===== config.mk =====
export PLATFORM = sky130hd
export DESIGN_NAME = uart_tx_arb
export DESIGN_NICKNAME = d
export VERILOG_FILES = /design/src/rtl/uart_tx_arb_pkg.sv /design/src/rtl/uart_tx_ser.sv /design/src/rtl/uart_tx_arb.sv
export SDC_FILE = /design/constraint.sdc
export NUM_CORES = 1
export LEC_CHECK = 0
export ABC_AREA = 1
export CAP_MARGIN = 40
export CORE_MARGIN = 3
export CORE_UTILIZATION = 55
export DETAILED_ROUTE_END_ITERATION = 8
export MAX_ROUTING_LAYER = met4
export PLACE_DENSITY = 0.84
export SETUP_SLACK_MARGIN = 0.02
export SLEW_MARGIN = 30
export SYNTH_ARGS = -nofsm -noshare
export SYNTH_HDL_FRONTEND = slang
export SYNTH_HIERARCHICAL = 1
export SYNTH_SLANG_ARGS = --single-unit

===== constraint.sdc =====
create_clock -name clk_50MHz -period 2.2 [get_ports clk_50MHz]
set_input_delay 0.66 -clock clk_50MHz [delete_from_list [all_inputs] [get_ports clk_50MHz]]
set_output_delay 0.66 -clock clk_50MHz [all_outputs]
set_load 0.05 [all_outputs]

===== src/rtl/uart_tx_arb_pkg.sv =====
// uart_tx_arb_pkg: definitions shared by the two-requester UART transmitter.
//   - default bit period (115200 baud at 50 MHz) and default packet-lock timeout
//   - serializer FSM state encoding
//   - helper that turns a requester index into a one-hot grant
package uart_tx_arb_pkg;

   localparam int DEFAULT_CLKS_PER_BIT = 434;
   localparam int DEFAULT_LOCK_TIMEOUT = 1024;

   typedef logic [1:0] tx_state_t;

   localparam tx_state_t ST_IDLE  = 2'd0;
   localparam tx_state_t ST_START = 2'd1;
   localparam tx_state_t ST_DATA  = 2'd2;
   localparam tx_state_t ST_STOP  = 2'd3;

   function automatic logic [1:0] req_onehot(input logic idx);
      return idx ? 2'b10 : 2'b01;
   endfunction

endpackage


===== src/rtl/uart_tx_ser.sv =====
// uart_tx_ser: 8N1 serializer with bit-period counter.
// Ports:
//   clk_50MHz  in   clock, rising edge
//   arst_n     in   synchronous active-low reset
//   load       in   accept data (only acted on while idle)
//   data[7:0]  in   byte to send, LSB first
//   busy       out  high whenever the FSM is not IDLE
//   done       out  one-cycle pulse in the last cycle of the stop bit
//   txd        out  serial line, idle high
module uart_tx_ser
   import uart_tx_arb_pkg::*;
#(
   parameter int CLKS_PER_BIT = DEFAULT_CLKS_PER_BIT
) (
   input  logic       clk_50MHz,
   input  logic       arst_n,
   input  logic       load,
   input  logic [7:0] data,
   output logic       busy,
   output logic       done,
   output logic       txd
);

   localparam int CNT_W = $clog2(CLKS_PER_BIT + 1);
   localparam logic [CNT_W-1:0] BIT_END = CNT_W'(CLKS_PER_BIT - 1);

   tx_state_t        state;
   logic [CNT_W-1:0] bit_cnt;
   logic [2:0]       bit_idx;
   logic [7:0]       shreg;
   logic             bit_end;

   assign bit_end = (bit_cnt == BIT_END);
   assign busy    = (state != ST_IDLE);
   assign done    = (state == ST_STOP) && bit_end;

   // txd is registered and changes together with the state, so the line
   // never glitches between bit periods.
   always_ff @(posedge clk_50MHz) begin
      // NOTE: non-blocking assignments throughout, so every register here
      // sees the pre-edge value of every other one.
      if (!arst_n) begin
         state   <= ST_IDLE;
         txd     <= 1'b1;
         bit_cnt <= '0;
         bit_idx <= '0;
         shreg   <= '0;
      end else begin
         case (state)
            ST_IDLE: begin
               if (load) begin
                  shreg   <= data;
                  txd     <= 1'b0;
                  bit_cnt <= '0;
                  state   <= ST_START;
               end
            end
            ST_START: begin
               if (bit_end) begin
                  bit_cnt <= '0;
                  bit_idx <= '0;
                  txd     <= shreg[0];
                  state   <= ST_DATA;
               end else begin
                  bit_cnt <= bit_cnt + CNT_W'(1);
               end
            end
            ST_DATA: begin
               if (bit_end) begin
                  bit_cnt <= '0;
                  if (bit_idx == 3'd7) begin
                     txd   <= 1'b1;
                     state <= ST_STOP;
                  end else begin
                     // shift right so the next data bit is always shreg[1]
                     bit_idx <= bit_idx + 3'd1;
                     shreg   <= {1'b0, shreg[7:1]};
                     txd     <= shreg[1];
                  end
               end else begin
                  bit_cnt <= bit_cnt + CNT_W'(1);
               end
            end
            ST_STOP: begin
               if (bit_end) begin
                  bit_cnt <= '0;
                  state   <= ST_IDLE;
               end else begin
                  bit_cnt <= bit_cnt + CNT_W'(1);
               end
            end
            default: state <= ST_IDLE;
         endcase
      end
   end

endmodule


===== src/rtl/uart_tx_arb.sv =====
// uart_tx_arb: two requesters share one 8N1 UART transmitter.
// Round-robin arbitration per packet; the winner keeps the line (lock)
// until its last byte has been sent, or until it stays silent for
// LOCK_TIMEOUT idle cycles.
// Ports:
//   clk_50MHz               in   clock, rising edge
//   arst_n                  in   synchronous active-low reset
//   reqN_valid/data/last    in   requester N byte, LSB first, end-of-packet
//   reqN_ready              out  byte taken this cycle (when valid high)
//   grant[1:0]              out  one-hot packet owner, 00 when unowned
//   busy                    out  serializer not idle
//   uart_txd                out  serial line, idle high
module uart_tx_arb
   import uart_tx_arb_pkg::*;
#(
   parameter int CLKS_PER_BIT = DEFAULT_CLKS_PER_BIT,
   parameter int LOCK_TIMEOUT = DEFAULT_LOCK_TIMEOUT
) (
   input  logic       clk_50MHz,
   input  logic       arst_n,
   input  logic       req0_valid,
   input  logic [7:0] req0_data,
   input  logic       req0_last,
   input  logic       req1_valid,
   input  logic [7:0] req1_data,
   input  logic       req1_last,
   output logic       req0_ready,
   output logic       req1_ready,
   output logic [1:0] grant,
   output logic       busy,
   output logic       uart_txd
);

   localparam int TO_W = $clog2(LOCK_TIMEOUT + 1);
   localparam logic [TO_W-1:0] TO_END = TO_W'(LOCK_TIMEOUT - 1);

   logic            sel;          // requester considered this cycle
   logic            sel_valid;
   logic            sel_last;
   logic [7:0]      sel_data;
   logic            accept;
   logic            locked;
   logic            owner_quiet;  // locked, idle and owner has nothing
   logic            timeout_hit;
   logic            prio_req1;    // requester 1 wins the next tie
   logic            release_pend; // owner's last byte is on the line
   logic [TO_W-1:0] idle_cnt;
   logic            ser_done;

   always_comb begin
      // NOTE: default first so every path assigns sel and no latch is inferred.
      sel = 1'b0;
      if (grant != 2'b00)
         sel = grant[1];            // locked: only the owner is considered
      else if (req0_valid && req1_valid)
         sel = prio_req1;
      else
         sel = req1_valid;
   end

   assign locked      = (grant != 2'b00);
   assign sel_valid   = sel ? req1_valid : req0_valid;
   assign sel_last    = sel ? req1_last  : req0_last;
   assign sel_data    = sel ? req1_data  : req0_data;
   assign accept      = arst_n && !busy && sel_valid;
   assign req0_ready  = accept && !sel;
   assign req1_ready  = accept &&  sel;
   assign owner_quiet = locked && !release_pend && !busy && !sel_valid;
   assign timeout_hit = owner_quiet && (idle_cnt == TO_END);

   always_ff @(posedge clk_50MHz) begin
      if (!arst_n) begin
         grant        <= 2'b00;
         prio_req1    <= 1'b0;
         release_pend <= 1'b0;
         idle_cnt     <= '0;
      end else begin
         if (accept) begin
            grant        <= req_onehot(sel);
            prio_req1    <= ~sel;
            release_pend <= sel_last;
         end else if (ser_done && release_pend) begin
            grant        <= 2'b00;
            release_pend <= 1'b0;
         end else if (timeout_hit) begin
            grant <= 2'b00;
         end

         if (owner_quiet)
            idle_cnt <= timeout_hit ? '0 : idle_cnt + TO_W'(1);
         else
            idle_cnt <= '0;
      end
   end

   uart_tx_ser #(
      .CLKS_PER_BIT(CLKS_PER_BIT)
   ) u_ser (
      .clk_50MHz(clk_50MHz),
      .arst_n   (arst_n),
      .load     (accept),
      .data     (sel_data),
      .busy     (busy),
      .done     (ser_done),
      .txd      (uart_txd)
   );

endmodule


Yosys cells after proc, flatten, opt, wreduce, memory -nomap -nowiden
Index checks and enable logic that the tools add are counted.
- flip-flop bits (word level): 38
- word-level logic and storage cells: 89
- add/subtract/negate cells: 3
- equality and inequality tests: 12
- muxes and demuxes: 33
- bitwise operators: 3
- reductions and logical operators: 29
- operators with widths (cell ; count):
    $mux 8 ; 4
    $mux 2 ; 9
    $mux 9 ; 2
    $pmux 9 s2 ; 1
    $pmux 8 s2 ; 1
    $reduce_and 4->1 ; 3
    $add 11x1->11 const B ; 1
    $eq 11x10->1 const B ; 1
    $logic_and 1x1->1 ; 11
    $mux 1 ; 10
    $reduce_bool 2->1 ; 5
    $add 9x1->9 const B ; 1
    $eq 9x9->1 const B ; 1
    $mux 3 ; 3
    $ne 2x1->1 const B ; 4
    $pmux 2 s4 ; 1
    $pmux 3 s2 ; 1
    $reduce_bool 3->1 ; 2
    $reduce_or 3->1 ; 2
    $reduce_and 5->1 ; 1
    $eq 2x2->1 const B ; 2
    $logic_not 1->1 ; 4
    $ne 2x2->1 const B ; 2
    $add 3x1->3 const B ; 1
    5 further kinds ; 7

Logic depth before layout (Yosys ltp)
Gate-level depths: netlist (run 1).
- word-level depth: 10
- mapped depth: 15
- mapped depth without buffers: 15

Hierarchy
Netlist (run 1), hierarchy kept.
- by module, submodules not included (module ; instances ; cells each ; area an instance (µm²)):
    uart_tx_ser ; 1 ; 204 ; 1413.9
    uart_tx_arb ; 1 ; 119 ; 865.8

Worst setup path before layout (run 1)
OpenSTA, ideal clock, no wires.
- path kind: register -> output
- from: register u_ser.state[0]
- to: output req0_ready
- data arrival time: 1893 ps
- path slack: -353 ps
- stages on the path, launching flop included: 7
- buffers on the path: 0
- path through: dfxtp_1 -> inv_1 -> ha_1 -> inv_1 -> nor2_1 -> inv_1 -> nor2_1
- word-level cells in the longest chain between the ends: 5
- ends and longest elaborated chain (item ; RTL line ; RTL):
    from (decl) ; uart_tx_ser.sv:27 ; tx_state_t state;
    from (signal assigned) ; uart_tx_ser.sv:43 ; state <= ST_IDLE;
    from (signal assigned) ; uart_tx_ser.sv:55 ; state <= ST_START;
    from (signal assigned) ; uart_tx_ser.sv:63 ; state <= ST_DATA;
    $reduce_bool 2->1 ; uart_tx_ser.sv:34 ; assign busy = (state != ST_IDLE);
    via busy ; uart_tx_arb.sv:30 ; output logic busy,
    $logic_not 1->1 ; uart_tx_arb.sv:65 ; assign accept = arst_n && !busy && sel_valid;
    $logic_and 1x1->1 (2 in a row) ; uart_tx_arb.sv:65 ;
    $logic_and 1x1->1 ; uart_tx_arb.sv:66 ; assign req0_ready = accept && !sel;
    to (decl) ; uart_tx_arb.sv:27 ; output logic req0_ready,
The timed path passes the listed nets, and every way through them passes these cells.

Worst setup path in the final report (run 1)
- from: input req0_valid
- to: output req1_ready
- word-level cells in the longest chain between the ends: 6
- ends and longest elaborated chain (item ; RTL line ; RTL):
    from (decl) ; uart_tx_arb.sv:21 ; input logic req0_valid,
    $logic_and 1x1->1 ; uart_tx_arb.sv:55 ; else if (req0_valid && req1_valid)
    $mux 1 ; uart_tx_arb.sv:55 ;
    $mux 1 ; uart_tx_arb.sv:53 ; if (grant != 2'b00)
    $mux 1 ; uart_tx_arb.sv:62 ; assign sel_valid = sel ? req1_valid : req0_valid;
    $logic_and 1x1->1 ; uart_tx_arb.sv:65 ;
    $logic_and 1x1->1 (*) ; uart_tx_arb.sv:67 ; assign req1_ready = accept && sel;
    to (decl) ; uart_tx_arb.sv:28 ; output logic req1_ready,
Mark *: on every way between the ends. The rest lies on a longest branch, timed or not.

==> out/metrics.csv, run 1 <==
metric;value;unit
CP Capture Type;output pin;
GRT Total Usage;22.4;%
FP Rows;22;
Die H;70.4;µm
I/O Pins;28;
largest net degree at the start of global routing;18;
Max VDD drop;0.769;mV
switching fraction of total power;39.7;%
post-synthesis compound-gate area fraction;6.48;%
Pleak;1.40;nW
multiplexer share of the synthesized area;3.95;%
top cells by count, synth;74 x nand2_1, 58 x inv_1, 38 x dfxtp_1, 38 x nor2_1, 21 x nand3_1;
die extent in x;70.4;µm
most common cell in the netlist;nand2_1;
Hold Violations, Final;0;
xor/xnor cell area share of the yosys netlist;3.84;%
min Tclk post-route;2.16;ns
hold path cells;2;
pwr/cell area;1090;nW/µm²
synthesized netlist net count;355;
status;finished clean;
vias;2082;
post-route ant nets;0;
Ys Warns;6;
Post-Synth Adder-Cell Area;5.49;%
Critical Path Source Type;input pin;
Die Area;4950;µm²
number of buffers created by CTS;5;
FILL cells;261;
sequential-to-total area share from yosys stat;33.4;%
period utilization;98.2;%
input/output buffers;27;
Hold WC Path Type;register to register;
layout cell share with drive strength beyond 1;22.2;%
fin nets;409;
Yosys cell types;31;
drt pass-1 iters;4;
number of global-route vias before repair;2048;
Synth Register Bits;38;
Final Hold Slack;0.461;ns
first-pass GRT wire length;8780;µm
Max Slew Vio Count;0;
dpl hpwl;3430;µm
syn avg cell area;7.06;µm²
Psw;1.28;mW
drt drc;0;
Clock power frac;22.4;%
CP Class;input pin to output pin;
Fin Clk Skew;0.0141;ns
Flop pwr share;26.8;%
P_int;1.95;mW
power share of the combinational group;50.8;%
crit path max fanout;3;
cell taking the most area after synthesis;dfxtp_1;
CTS H-Tree Depth;2;
Core ar.;3830;µm²
CTS tree;done;
final core occ;77.7;%
EDFF count, synth;0;
RSZ-0062 raised after global routing;true;
Detailed Route WL;4990;µm
asr flop ratio synth;0;%
via/cell ratio;4.89;
clk slew on worst S/H paths;0.09;ns
Max Root-Sink Buffers;2;
Clk Latency, worst-skew pair;0.30;ns
Mapped Cells;323;
final number of setup-violating endpoints;0;
# hold bufs at CTS;0;
Yosys top cell area share;33.4;%
Area Overhead vs Synth;30.4;%
TritonCTS Sinks;38;
initial antenna violation count;0;
synth top area cells;dfxtp_1 33%, nand2_1 12%, inv_1 9.5%, nor2_1 6.3%, ha_1 5.5%;
setup TNS;0;ns
register area;763;µm²
main combinational cell family by area after synthesis;simple AND/OR/NAND/NOR gates;
DRT iter0 DRCs;120;
clk root buf;clkbuf_8;
Post-Synth Simple-Gate Area;34.7;%
Slew @ Worst Pin;0.559;ns
Initial Utilization;59.6;%
Synth Cell Area;2280;µm²
area of the multi-input gates;1300;µm²
fmax;463;MHz
Routed WL per cell;11.7;µm
max_cap viols;0;
Reg2Reg Depth;9;
crit path DAT;1.50;ns
dominant synthesized flop cell;dfxtp_1;
Req. time, crit path;1.54;ns
Antenna Cells;0;
total grt overflow;0;
Placer Congestion;0.835;
Slew headroom;62.7;%
==> layer usage <==
metal  track usage (%)  vias to the layer above  wire length, µm
met1              26.6                      903             2160
met5                 -                        -                0
met3              5.32                       16              245
li1                  -                     1112                -
met2              36.2                       51             2450
met4              8.94                        0              140
==> power groups by stage <==
stage | logic (mW) | clock network (mW) | registers [mW]
6_report | 1.64 | 0.724 | 0.868
5_1_grt | 1.83 | 0.773 | 0.880
4_1_cts | 1.59 | 0.734 | 0.862
3_5_place_dp | 1.52 | 0 | 0.875
3_3_place_gp | 1.49 | 0 | 0.866
2_1_floorplan | 1.06 | 0 | 0.922
==> cell usage in the layout, fill, tap and decap left out, types with 2 or more instances in the layout <==
cell	count
bufinv_16	2
xnor2_1	2
mux2_2	8
a21oi_1	12
nor3_1	4
dfxtp_1	36
nor2_1	35
nor2_4	4
nand2_4	4
nor2_2	3
nand3_1	20
dlygate4sd2_1	3
nand2_1	74
inv_2	8
o21ai_0	2
inv_1	50
xor2_1	8
ha_1	9
clkbuf_8	5
o21a_1	7
nand2_2	5
buf_12	3
buf_4	27
clkdlybuf4s50_1	19
dfxtp_2	2
nand4_1	10
==> kinds of logic (layout without fill, tap and decap cells) <==
| group | Yosys count | after routing |
|---|---|---|
| and+or+nand+nor | 166 | 166 |
| xor gates and xnor gates | 10 | 10 |
| adders and majority gates | 10 | 10 |
| buffers and inverters | 66 | 121 |
| muxes | 8 | 8 |
| DFF | 38 | 38 |
| AOI/OAI and AO/OA | 25 | 25 |
==> worst max-delay path, stage by stage <==
cell,delay (ns)
dlygate4sd2_1,0.25
nand2_1,0.08
nand2_2,0.09
nand2_4,0.08
nand2_4,0.06
nor2_4,0.13
buf_12,0.14
==> final timing paths <==
check,from,to,slack [ns]
worst min-delay path,idle_cnt[10],idle_cnt[10],0.46
worst max register to register,u_ser/state[0],u_ser/shreg[5],0.26
worst max-delay path,req0_valid,req1_ready,0.04
worst min register to register,idle_cnt[10],idle_cnt[10],0.46
==> cell type report <==
class | count | area share, %
multi-input combinational | 219 | 43.6
timing repair buffer | 53 | 16.3
sequential | 38 | 25.7
clock buffer | 5 | 2.31
tap | 48 | 2.02
clock inverter | 3 | 2.31
inverter | 60 | 7.79
==> state kept, by name, indices dropped and copies added, names as in the netlist <==
| register | flops |
|---|---|
| u_ser/txd | 1 |
| u_ser/bit_cnt | 9 |
| prio_req1 | 1 |
| u_ser/shreg | 8 |
| u_ser/bit_idx | 3 |
| grant | 2 |
| release_pend | 1 |
| u_ser/state | 2 |
| idle_cnt | 11 |
==> what timing repair did <==
| action | in CTS | in global routing |
|---|---|---|
| setup endpoints to repair | 14 | 12 |
| setup buffers | 6 | 2 |
| pin swaps | 6 | 8 |
| resized for setup | 12 | 10 |
==> stage by stage <==
| step | instances | instance area (µm²) | setup WS (ns) | power (mW) |
|---|---|---|---|---|
| 2_1_floorplan | 323 | 2310 | 0.0446 | 1.99 |
| 3_3_place_gp | 410 | 2750 | -0.249 | 2.36 |
| 3_5_place_dp | 410 | 2750 | -0.292 | 2.39 |
| 4_1_cts | 424 | 2940 | 0.0201 | 3.18 |
| 5_1_grt | 426 | 2970 | 0.00703 | 3.48 |
| 6_report | 426 | 2970 | 0.0390 | 3.24 |
No activity file was read; power rests on OpenSTA's default activity.
==> run 2, diff against run 1 <==
- CORE_MARGIN: 3 -> not set
==> run 2 against run 1 <==
Flip-flop and latch count unchanged. Routed wire length decreased by 5.5%. First-iteration DRC count increased by 22%. Setup slack improved by 0.032 ns. Hold slack got worse by 0.012 ns. Clock power decreased by 18%. Largest cell class unchanged. Largest power group unchanged. Highest routed layer unchanged.
==> out/metrics.csv, run 2 (synthesis results as in run 1) <==
metric;value;unit;change
status;finished clean;;
# hold bufs at CTS;0;;unchanged
Area Overhead vs Synth;27.3;%;
layout cell share with drive strength beyond 1;20.9;%;-1.4 points
Worst path slowest cell;nor2_4;;
Crit path buffers/inverters;3;;+1
die extent in x;66.4;µm;-5.7%
CP Capture Type;output pin;;
number of buffers created by CTS;5;;unchanged
fin nets;405;;-0.98%
commonest non-fill, non-tap cells in the layout;74 x nand2_1, 52 x inv_1, 36 x nor2_1, 36 x dfxtp_1, 23 x buf_4;;
Largest register FFs;11;;unchanged
initial antenna violation count;0;;unchanged
Placer Congestion;0.889;;+6.5%
crit path DAT;1.47;ns;-0.03 ns
RSZ-0062 raised after global routing;true;;
Pleak;1.35;nW;-3.5%
clk slew on worst S/H paths;0.08;ns;about the same
GRT Total Usage;24.1;%;+1.7 points
fmax;470;MHz;+1.5%
period utilization;96.8;%;-1.4 points
drt drc;0;;unchanged
number of global-route vias before repair;1960;;-4.3%
Req. time, crit path;1.54;ns;about the same
DRT iter0 DRCs;146;;+22%
commonest non-fill, non-tap cell in the layout;nand2_1;;
Slew @ Worst Pin;0.488;ns;-0.0716 ns
dpl hpwl;3460;µm;+1.0%
clk root buf;clkbuf_8;;
FP Rows;23;;+4.5%
largest net degree at the start of global routing;18;;unchanged
Post-Place Worst Slack;-0.321;ns;-0.0283 ns
CTS tree;done;;
CP Cell Sequence;buf_2, inv_2, nor2_2, nand2_2, nand2_2, nand2_2, nor2_4, buf_12;;
Antenna Cells;0;;unchanged
Setup WS post-layout;0.0708;ns;+0.0317 ns
Max Slew Vio Count;0;;unchanged
post-route ant nets;0;;unchanged
Initial Utilization;57.0;%;-2.6 points
CP Class;input pin to output pin;;
largest registers;idle_cnt: 11 flops, u_ser/bit_cnt: 9 flops, u_ser/shreg: 8 flops;;
pwr/cell area;1060;nW/µm²;-2.7%
Largest Register;idle_cnt;;
Die Area;4410;µm²;-11%
Max VDD drop;0.703;mV;-8.7%
Die H;66.4;µm;-5.7%
crit path max fanout;3;;unchanged
final number of setup-violating endpoints;0;;unchanged
Worst path max stage delay;0.16;ns;-0.09 ns
Max Root-Sink Buffers;2;;unchanged
total grt overflow;0;;unchanged
Routed WL per cell;11.1;µm;-5.1%
CP dominant cell by count;nand2_2;;
input/output buffers;27;;unchanged
vias;2087;;+0.24%
Hold Violations, Final;0;;unchanged
Fin Clk Skew;0.00663;ns;-0.00748 ns
Detailed Route WL;4720;µm;-5.5%
I/O Pins;28;;unchanged
Final Hold Slack;0.450;ns;-0.0116 ns
Clk Latency, worst-skew pair;0.30;ns;about the same
min Tclk post-route;2.13;ns;-0.0317 ns
Critical Path Source Type;input pin;;
FILL cells;288;;+10%
max_cap viols;0;;unchanged
drt pass-1 iters;4;;unchanged
Core ar.;4000;µm²;+4.5%
TritonCTS Sinks;38;;unchanged
cell family with the largest share of critical-path delay;simple AND/OR/NAND/NOR gates;;
first-pass GRT wire length;7830;µm;-11%
final core occ;72.5;%;-5.2 points
Slew headroom;67.4;%;+4.7 points
CTS H-Tree Depth;2;;unchanged
via/cell ratio;4.92;;+0.71%
Hold WC Path Type;register to register;;
==> run 2: cell types whose count changed in the layout (fill, tap and decap cells not counted), sizes merged <==
cell	change
bufinv	-1
clkinv	-1
clkinvlp	+2
dlygate4sd2	-1
buf	-3
==> run 2: per-layer routing <==
metal | vias to the layer above | track usage [%] | share of wire (%)
li1 | 1096 | - | -
met1 | 954 | 25.7 | 44
met2 | 29 | 41.7 | 51
met3 | 8 | 5.00 | 3.1
met4 | 0 | 12.8 | 1.5
met5 | - | - | 0
==> run 2: final timing paths <==
| kind | depth (start not counted) | slack, ns | start | end |
|---|---|---|---|---|
| setup / recovery | 8 | 0.07 | req1_valid | req1_ready |
| hold / removal | 2 | 0.45 | idle_cnt[10] | idle_cnt[10] |
| setup reg to reg | 14 | 0.30 | u_ser/state[1] | u_ser/bit_cnt[8] |
| hold reg to reg | 2 | 0.45 | idle_cnt[10] | idle_cnt[10] |
==> run 2: metrics by stage <==
step                setup TNS (ns)  power (mW)  instances  instance area (µm²)
floorplan                        0        1.99        323                 2310
global placement             -4.02        2.34        408                 2730
detailed placement           -5.28        2.38        408                 2730
CTS                              0        3.06        423                 2890
global route                     0        3.29        424                 2900
finish                           0        3.07        424                 2900
==> run 2: worst register-to-register path: cells and delay by family (launching register included) <==
kind	cells	cell delay [ns]
and+or+nand+nor	7	0.69
buffers and inverters	5	0.42
DFF	1	0.35
adders and majority gates	1	0.17
xor gates and xnor gates	1	0.15
==> run 2: power breakdown <==
group | switching, mW | internal, mW | leakage [nW]
Combinational | 0.937 | 0.677 | 0.986
Clock | 0.258 | 0.337 | 0.0504
Sequential | 0.0680 | 0.796 | 0.310
Total | 1.26 | 1.81 | 1.35
==> run 2: timing repair <==
action | in CTS | in global routing
gates resized for setup | 15 | 4
pin swaps | 7 | 7
endpoints found under the setup margin | 5 | 4
buffers inserted | 7 | 1
==> run 2: layout make-up <==
| cell class | count | area [µm²] | share of cell area, % |
|---|---|---|---|
| tap | 50 | 62.6 | 2.16 |
| inverter | 60 | 229 | 7.89 |
| timing repair buffer | 49 | 450 | 15.5 |
| multi-input combinational | 219 | 1280 | 44.2 |
| sequential | 38 | 763 | 26.3 |
| clock inverter | 3 | 45.0 | 1.55 |
| clock buffer | 5 | 68.8 | 2.37 |
==> run 3, diff against run 2 <==
- ABC_AREA: 1 -> not set
- PLACE_DENSITY: 0.84 -> 0.85
==> run 3 against run 2 <==
Sequential power up 5.1%. Routed wire length is 7.2% higher. First-iteration DRC count grew 2.7%. Via count is 7.3% lower. Hold slack lost 0.013 ns. Combinational power increased by 16%. Global-route usage increased by 2.3 points. Clock skew up 0.0025 ns. Largest cell class unchanged. The run now ends with negative setup slack left. Design area down 2.4%.
==> out/metrics.csv, run 3 <==
metric;value;unit;change
status;finished, violations left;;
failing checks;negative setup slack;;
synth top area cells;dfxtp_1 36%, ha_1 5.9%, nor2_1 4.4%, mux2_2 4.2%, xor2_1 4.1%;;
crit path max fanout;3;;unchanged
Hold WC Path Type;register to register;;
Req. time, crit path;1.54;ns;about the same
asr flop ratio synth;0;%;unchanged
I/O Pins;28;;unchanged
Slew headroom;60.1;%;-7.3 points
Max Slew Vio Count;0;;unchanged
CTS H-Tree Depth;2;;unchanged
setup TNS;-0.131;ns;-0.131 ns
sequential-to-total area share from yosys stat;35.7;%;+2.3 points
switching fraction of total power;39.3;%;-1.8 points
Max VDD drop;0.630;mV;-10%
period utilization;104;%;+7.5 points
drt drc;0;;unchanged
Routed WL per cell;14.7;µm;+32%
RSZ-0062 raised after global routing;true;;
post-layout instance area;2830;µm²;-2.4%
largest registers;idle_cnt: 11 flops, u_ser/bit_cnt: 9 flops, u_ser/shreg: 8 flops;;
Yosys top cell area share;35.7;%;+2.3 points
Core ar.;3690;µm²;-7.8%
total grt overflow;0;;unchanged
power share of the combinational group;55.4;%;+2.9 points
via/cell ratio;5.64;;+15%
Initial Utilization;57.8;%;+0.81 points
Mapped Cells;237;;-27%
cell taking the most area after synthesis;dfxtp_1;;
number of global-route vias before repair;1873;;-4.4%
Clk Latency, worst-skew pair;0.29;ns;about the same
FILL cells;264;;-8.3%
syn avg cell area;9.00;µm²;+27%
GRT Total Usage;26.4;%;+2.3 points
Area Overhead vs Synth;32.8;%;
final core occ;76.8;%;+4.2 points
Synth Cell Area;2130;µm²;-6.5%
CP Capture Type;output pin;;
Detailed Route WL;5060;µm;+7.2%
Max Root-Sink Buffers;2;;unchanged
Pleak;1.09;nW;-19%
Synth Register Bits;38;;unchanged
DRT iter0 DRCs;150;;+2.7%
EDFF count, synth;0;;unchanged
vias;1935;;-7.3%
final number of setup-violating endpoints;2;;+2
die extent in x;64.3;µm;-3.2%
initial antenna violation count;0;;unchanged
commonest non-fill, non-tap cells in the layout;36 x dfxtp_1, 29 x buf_4, 25 x nor2_1, 19 x clkdlybuf4s50_1, 18 x nand2_1;;
most common cell in the netlist;dfxtp_1;;
Largest register FFs;11;;unchanged
Largest Register;idle_cnt;;
Psw;1.32;mW;+4.4%
layout cell share with drive strength beyond 1;24.1;%;+3.2 points
Final Hold Slack;0.437;ns;-0.0128 ns
TritonCTS Sinks;38;;unchanged
Setup WS post-layout;-0.0948;ns;-0.166 ns
CP Class;register to output pin;;
Ys Warns;6;;unchanged
min Tclk post-route;2.29;ns;+0.166 ns
input/output buffers;27;;unchanged
Fin Clk Skew;0.00910;ns;+0.00247 ns
CTS tree;done;;
post-route ant nets;0;;unchanged
clk root buf;clkbuf_8;;
largest net degree at the start of global routing;14;;-4
drt pass-1 iters;4;;unchanged
first-pass GRT wire length;8240;µm;+5.2%
Antenna Cells;0;;unchanged
dominant synthesized flop cell;dfxtp_1;;
Clock power frac;17.6;%;-1.8 points
crit path DAT;1.63;ns;+0.16 ns
Critical Path Source Type;register;;
clk slew on worst S/H paths;0.08;ns;about the same
fin nets;326;;-20%
FP Rows;22;;-4.3%
Hold Violations, Final;0;;unchanged
Die H;64.3;µm;-3.2%
Yosys cell types;49;;+58%
commonest non-fill, non-tap cell in the layout;dfxtp_1;;
Placer Congestion;0.909;;+2.3%
dpl hpwl;3560;µm;+2.8%
P_int;2.04;mW;+13%
number of buffers created by CTS;5;;unchanged
synthesized netlist net count;269;;-24%
pwr/cell area;1190;nW/µm²;+12%
dpl cell area;2630;µm²;-3.6%
fmax;436;MHz;-7.2%
Slew @ Worst Pin;0.598;ns;+0.110 ns
Flop pwr share;27.0;%;-1.1 points
max_cap viols;0;;unchanged
Die Area;4130;µm²;-6.3%
# hold bufs at CTS;0;;unchanged
top cells by count, synth;38 x dfxtp_1, 25 x nor2_1, 18 x nand2_1;;
[run 3: cell types whose count changed after synthesis, moves of 6 or more]
cell      delta
a211oi_1     +7
inv_1       -44
mux2i_1      +8
nand2_1     -56
nand2_2      -7
nand2b_1     +6
nand3_1     -12
nand4_1      -6
nor2_1      -13
o21a_1       -7
[run 3: critical path, stage by stage, from the launching register on]
cell and delay (ns):
dfxtp_2 0.33, inv_2 0.08, ha_4 0.16, clkinvlp_4 0.12, nor4bb_2 0.27, nand2_1 0.14
clkinvlp_4 0.11, buf_12 0.13
[run 3: area by class of cell]
cell class | instances | area (µm²) | area share, %
multi-input combinational | 179 | 1310 | 46.4
tap | 48 | 60.1 | 2.12
clock buffer | 6 | 72.6 | 2.56
sequential | 38 | 763 | 27.0
inverter | 14 | 63.8 | 2.25
timing repair buffer | 56 | 522 | 18.4
clock inverter | 2 | 37.5 | 1.33
[run 3: per-layer routing]
metal  vias up  GRT usage [%]  part of all wire, %
met5         -              -                    0
li1        972              -                    -
met2        51           43.7                   48
met4         0           10.3                  1.7
met1       904           31.0                   46
met3         8           5.71                  4.6
[run 3: path summary, 6_finish.rpt]
check	start	to	slack, ns	cells past startpoint
worst max register to register	u_ser/state[0]	u_ser/bit_cnt[4]	0.18	12
worst min-delay path	idle_cnt[10]	idle_cnt[10]	0.44	2
worst min register to register	idle_cnt[10]	idle_cnt[10]	0.44	2
worst max-delay path	u_ser/state[0]	req0_ready	-0.09	7
[run 3: cells by family after synthesis]
group	share of synthesized area, %
flip-flops	35.7
AND/OR/NAND/NOR	24.3
buffers and inverters	4.11
AO/OA/AOI/OAI	15.9
XOR/XNOR	6.16
multiplexers	7.98
adder cells (fa/ha/maj)	5.87
[run 3: power groups by stage]
stage                     logic [mW]  registers (mW)  clock network (mW)
after floorplan                 1.03           0.983                   0
after global placement          1.63           0.917                   0
after detailed placement        1.66           0.924                   0
after CTS                       1.76           0.904               0.599
after global routing            1.97           0.917               0.638
final                           1.86           0.908               0.591
[run 3: metrics by stage]
| stage | setup slack, ns | cells | power, mW |
|---|---|---|---|
| after floorplan | 0.0259 | 237 | 2.01 |
| after global placement | -0.410 | 324 | 2.55 |
| after detailed placement | -0.442 | 324 | 2.58 |
| after CTS | -0.0693 | 339 | 3.27 |
| after global routing | -0.139 | 343 | 3.52 |
| final | -0.0948 | 343 | 3.36 |
[run 3: timing repair]
item                       4_1_cts  5_1_grt
resized for setup               12        2
setup endpoints to repair       16        5
buffers inserted                 7        4
pin swaps                        4        3
